[src/rtl/uart_timing_gen.sv]
// UART timing front end: baud clocks (1x/8x), slow clock with tick, and a synchronized rising-edge
// pulse. Define LEVEL_DET_SLOW_EN to gate the edge detector to slow_tick cycles.
module uart_timing_gen #(
  parameter int unsigned CLK_FREQ    = 100_000_000,
  parameter int unsigned BAUD_SEL    = 0,
  parameter int unsigned SLOW_CYCLES = 100_000_000
) (
  input  logic i_clk,
  input  logic i_rst_n,
  input  logic i_in,
  output logic o_bclk,
  output logic o_bclk_x8,
  output logic o_baud_tick,
  output logic o_slow_clk,
  output logic o_slow_tick,
  output logic o_pulse
);

  localparam int unsigned BAUD = (BAUD_SEL == 1) ? 19200  :
                                 (BAUD_SEL == 2) ? 57600  :
                                 (BAUD_SEL == 3) ? 115200 : 9600;
  localparam int unsigned HALF_X8   = CLK_FREQ / (16 * BAUD);
  localparam int unsigned HALF_SLOW = SLOW_CYCLES / 2;
  localparam int unsigned X8W = (HALF_X8 > 1) ? $clog2(HALF_X8) : 1;
  localparam int unsigned SW  = (HALF_SLOW > 1) ? $clog2(HALF_SLOW) : 1;
  localparam logic [X8W-1:0] X8_LAST   = X8W'(HALF_X8 - 1);
  localparam logic [SW-1:0]  SLOW_LAST = SW'(HALF_SLOW - 1);

  logic [X8W-1:0] r_x8_cnt, w_x8_cnt_d;
  logic [SW-1:0]  r_slow_cnt, w_slow_cnt_d;
  logic [2:0]     r_bit_cnt, w_bit_cnt_d;
  logic r_bclk_x8, w_bclk_x8_d, r_bclk, w_bclk_d, r_baud_tick, w_baud_tick_d;
  logic r_slow_clk, w_slow_clk_d, r_slow_tick, w_slow_tick_d;
  logic r_s1, r_s2, r_prev, w_prev_d, r_pulse, w_pulse_d;
  logic w_x8_wrap, w_slow_wrap;

  always_comb begin
    w_x8_wrap     = (r_x8_cnt == X8_LAST);
    w_x8_cnt_d    = w_x8_wrap ? '0 : r_x8_cnt + X8W'(1);
    w_bclk_x8_d   = r_bclk_x8 ^ w_x8_wrap;
    w_bit_cnt_d   = r_bit_cnt + {2'b00, w_x8_wrap};
    // bclk flips when the 3-bit toggle counter wraps 7 -> 0
    w_bclk_d      = r_bclk ^ (w_x8_wrap && (r_bit_cnt == 3'd7));
    w_baud_tick_d = w_bclk_d & ~r_bclk;

    w_slow_wrap   = (r_slow_cnt == SLOW_LAST);
    w_slow_cnt_d  = w_slow_wrap ? '0 : r_slow_cnt + SW'(1);
    w_slow_clk_d  = r_slow_clk ^ w_slow_wrap;
    w_slow_tick_d = w_slow_clk_d & ~r_slow_clk;

`ifdef LEVEL_DET_SLOW_EN
    // Evaluate on the edge that raises slow_tick so pulse lines up with it
    w_prev_d  = r_prev;
    w_pulse_d = 1'b0;
    if (w_slow_tick_d) begin
      w_prev_d  = r_s2;
      w_pulse_d = r_s2 & ~r_prev;
    end
`else
    w_prev_d  = r_s2;
    w_pulse_d = r_s2 & ~r_prev;
`endif
  end

  always_ff @(posedge i_clk or negedge i_rst_n) begin
    if (!i_rst_n) begin
      r_x8_cnt    <= '0;
      r_bclk_x8   <= 1'b0;
      r_bit_cnt   <= 3'd0;
      r_bclk      <= 1'b0;
      r_baud_tick <= 1'b0;
      r_slow_cnt  <= '0;
      r_slow_clk  <= 1'b0;
      r_slow_tick <= 1'b0;
      r_s1        <= 1'b0;
      r_s2        <= 1'b0;
      r_prev      <= 1'b0;
      r_pulse     <= 1'b0;
    end else begin
      r_x8_cnt    <= w_x8_cnt_d;
      r_bclk_x8   <= w_bclk_x8_d;
      r_bit_cnt   <= w_bit_cnt_d;
      r_bclk      <= w_bclk_d;
      r_baud_tick <= w_baud_tick_d;
      r_slow_cnt  <= w_slow_cnt_d;
      r_slow_clk  <= w_slow_clk_d;
      r_slow_tick <= w_slow_tick_d;
      r_s1        <= i_in;
      r_s2        <= r_s1;
      r_prev      <= w_prev_d;
      r_pulse     <= w_pulse_d;
    end
  end

  assign o_bclk      = r_bclk;
  assign o_bclk_x8   = r_bclk_x8;
  assign o_baud_tick = r_baud_tick;
  assign o_slow_clk  = r_slow_clk;
  assign o_slow_tick = r_slow_tick;
  assign o_pulse     = r_pulse;

endmodule

[config.mk]
export PLATFORM = sky130hd
export DESIGN_NAME = uart_timing_gen
export DESIGN_NICKNAME = d
export VERILOG_FILES = /design/src/rtl/uart_timing_gen.sv
export SDC_FILE = /design/constraint.sdc
export NUM_CORES = 1
export LEC_CHECK = 0
export ABC_CLOCK_PERIOD_IN_PS = 2100
export CORE_UTILIZATION = 45
export CTS_BUF_LIST = sky130_fd_sc_hd__clkbuf_4
export DETAILED_ROUTE_END_ITERATION = 10
export GPL_TIMING_DRIVEN = 0
export PLACE_DENSITY_LB_ADDON = 0.2
export SLEW_MARGIN = 20
export SYNTH_ARGS = -nofsm -noshare
export SYNTH_HDL_FRONTEND = slang
export SYNTH_SLANG_ARGS = --single-unit
export TNS_END_PERCENT = 30
[constraint.sdc]
create_clock -name i_clk -period 2.1 [get_ports i_clk]
set_clock_uncertainty 0.1 [all_clocks]
set_input_delay 0.525 -clock i_clk [delete_from_list [all_inputs] [get_ports i_clk]]
set_output_delay 0.525 -clock i_clk [all_outputs]
set_load 0.01 [all_outputs]
==> flow_metrics.py <==
metrics = {
    "status": {
        "status": "completed",
    },
    "cts": {
        "cts.path.max_buffers": 2,
        "cts_made_buffers": 5,
        "clkLatencyLatePin_ns": 0.36,
        "path_clk_slew_ns": 0.13,
        "tritoncts": "built",
        "cts_max_level": 2,
        "cts-root-buf": "sky130_fd_sc_hd__clkbuf_4",
        "clkSinkCount": 48,
    },
    "sta": {
        "timing.final.crit_share_pct": 98.8,
        "grt_setup_unrepaired": "yes",
        "slew_viol_final": 0,
        "max_slew.worst_pin.slew_ns": 0.450,
        "final_hold_viol_count": 0,
        "fmax_mhz": 482,
        "period_minus_slack_ns": 2.07,
        "setup_viol_count_final": 0,
        "maxSlewHeadroom_pct": 70.0,
    },
    "critical_path": {
        "critPathRequiredTime_ns": 2.27,
        "reg2reg_setup_slack_ns": 0.03,
        "delay_of_the_slowest_cell_on_the_worst_path_ns": 0.45,
        "cells_along_the_critical_path": "ha_2 > nand3_2 > or4_4 > nor4b_4 > buf_6 > buf_4 > and2b_2",
        "largest_fanout_on_the_critical_path": 5,
        "critPathCaptureType": "flop",
        "critPathLaunchType": "flop",
        "r2r-start": "r_slow_cnt[0]$_DFF_PN0_",
        "critical_path_arrival_ns": 2.24,
        "ff2ff_path_depth": 7,
        "timing.critical_path.slowest_stage_cell": "sky130_fd_sc_hd__or4_4",
        "crit_type": "flop to flop",
        "worstSetupStartpoint": "r_slow_cnt[0]$_DFF_PN0_",
        "r2r_end": "r_slow_cnt[1]$_DFF_PN0_",
    },
    "synth": {
        "synthCells": 201,
        "netlist_area_um2": 2200,
        "synth-edff-count": 0,
        "synthesis.yosys.warnings": 0,
        "ys_seq_elements": 48,
        "postSynth.asyncResetShare_pct": 100,
        "yosys.cell_types.count": 34,
        "prevailing_post_synth_register_cell": "sky130_fd_sc_hd__dfrtp_1",
        "postSynthNetCount": 212,
        "synth.avg_cell_area_um2": 11.0,
        "sequential_fraction_of_the_synthesis_area_pct": 54.5,
    },
    "global_routing": {
        "globalRouteOverflowTotal": 0,
        "antenna_found_initial": 0,
        "grt_start_max_net_pins": 31,
        "grt_pass1_wl_um": 6410,
        "first_global_vias": 1425,
        "groute.usage.overall_pct": 16.1,
    },
    "detailed_routing": {
        "route.detailed.wl_per_inst_um": 12.6,
        "via_count": 1512,
        "vias_per_cell": 5.07,
        "detail_route.drc_violations": 0,
        "antenna_violating_nets_post_route": 0,
        "drt-pass1-iter-count": 4,
        "route.final.wire_length_um": 3740,
        "dr.first_iter.drc_count": 33,
    },
    "floorplanning": {
        "floorplan.die.height_um": 72.0,
        "core_um2": 4720,
        "placementRows": 25,
        "design.die.area_um2": 5180,
        "initial_cell_density_of_the_core_pct": 46.6,
        "die-width_um": 72.0,
        "design.portCount": 9,
    },
    "min_path": {
        "min_from": "r_s1$_DFF_PN0_",
        "worst_hold_path.num_cells": 0,
        "min_delay_path_class": "flop to flop",
        "hold-path-endpoint": "r_s2$_DFF_PN0_",
    },
    "placement": {
        "place_hpwl_um": 2460,
        "place.port_buffers": 8,
        "gp_congestion": 0.754,
        "place_inst": 277,
    },
    "finish": {
        "drive_gt1_share_pct": 16.0,
        "multi_input_comb_area_um2": 977,
        "final-seq-area_um2": 1200,
        "area_growth_pct": 17.8,
        "fillCellCount": 420,
        "num_antenna_cells": 0,
        "nNetsFinal": 241,
        "layout_common_cells": "48 x sky130_fd_sc_hd__dfrtp_1, 16 x sky130_fd_sc_hd__nor2_1, 15 x sky130_fd_sc_hd__xnor2_1",
        "layout.cells.non_filler": 298,
        "layout.core_utilization_pct": 55.0,
        "layout_commonest_cell": "sky130_fd_sc_hd__dfrtp_1",
    },
    "power_and_ir_drop": {
        "total_leakage_power_nw": 1.17,
        "vdd.ir_drop.worst_mv": 0.320,
        "power.density_nw_per_um2": 526,
    },
    "run": {
        "maxCapViolations": 0,
    },
}
cell usage after synthesis (all sizes together) (5+ instances only):
cell type	instances	area, um2
a21oi	6	30.0
inv	10	37.5
o31ai	5	37.5
nand2	12	45.0
xnor2	15	131
nor2	17	63.8
nand4	10	62.6
xor2	8	70.1
ha	8	100
dfrtp	48	1200
nor4	6	37.5
and3	8	53.8
nand3	14	70.1
layer usage:
metal	vias up	part of all wire (%)	global-route usage (%)
met2	26	47	25.2
met5	-	0	0
met4	0	1.0	6.10
met1	716	49	21.6
met3	5	2.7	4.17
li1	765	-	-
state kept, by name, summed over array words and instances (netlist names):
register,count
o_baud_tick,1
o_bclk,1
o_bclk_x8,1
o_pulse,1
o_slow_clk,1
o_slow_tick,1
r_bit_cnt,3
r_prev,1
r_s1,1
r_s2,1
r_slow_cnt,26
r_x8_cnt,10
worst max-delay path by stage:
| stage | to | slack [ns] |
|---|---|---|
| floorplan | o_slow_clk$_DFF_PN0_ | -0.02 |
| global placement | r_slow_cnt[13]$_DFF_PN0_ | -0.99 |
| detailed placement | o_slow_clk$_DFF_PN0_ | -0.33 |
| CTS | r_slow_cnt[25]$_DFF_PN0_ | 0.001 |
| global route | o_slow_clk$_DFF_PN0_ | -0.07 |
| finish | r_slow_cnt[1]$_DFF_PN0_ | 0.03 |
worst max-delay path: cells and delay by family, from the launching register on:
family / cells / cell delay [ns]
simple gates: 4 / 1.04
flops: 1 / 0.38
buf+inv: 2 / 0.26
fa+ha+maj: 1 / 0.20
report_power, final:
group          internal [mW]  switching, mW  total, mW
combinational        0.00930         0.0192     0.0285
sequential             0.928        0.00109      0.929
clock                  0.123          0.285      0.408
total                   1.06          0.305       1.37
per-stage QoR:
stage	total power [mW]	area (um2)	TNS [ns]	setup WS (ns)	hold WS, ns
after floorplan	0.948	2220	-0.0238	-0.0238	0.129
after global placement	0.972	2390	-50.05	-0.989	0.236
after detailed placement	0.976	2400	-2.80	-0.332	0.237
after CTS	1.39	2550	0	0.00143	0.268
after global routing	1.42	2600	-0.412	-0.0660	0.276
final	1.37	2600	0	0.0251	0.263
final cells by class:
type,count,area share (%)
Tap cell,67,3.23
Clock buffer,5,1.45
Buffer,5,1.16
Inverter,10,1.45
Sequential cell,48,46.3
Multi-Input combinational cell,138,37.6
Timing Repair Buffer,22,8.29
Clock inverter,3,0.530
cells by family (layout without fill, tap and decap cells):
group	count (synthesis)	after routing	synth area share [%]
compound gates	19	19	5.68
xor+xnor	23	23	9.14
fa+ha+maj	8	8	4.54
buf+inv	15	45	2.90
flops	48	48	54.5
mux	2	2	0.909
simple gates	86	86	22.3
repair_timing:
action                                  4_1_cts  5_1_grt
hold buffers                                  1        0
buffers inserted                              9        3
endpoints found under the setup margin       22       19
resized for setup                             2        6
endpoints found under the hold margin        18        0
pin swaps                                     3        2
Power figures use the tool's default switching activity.
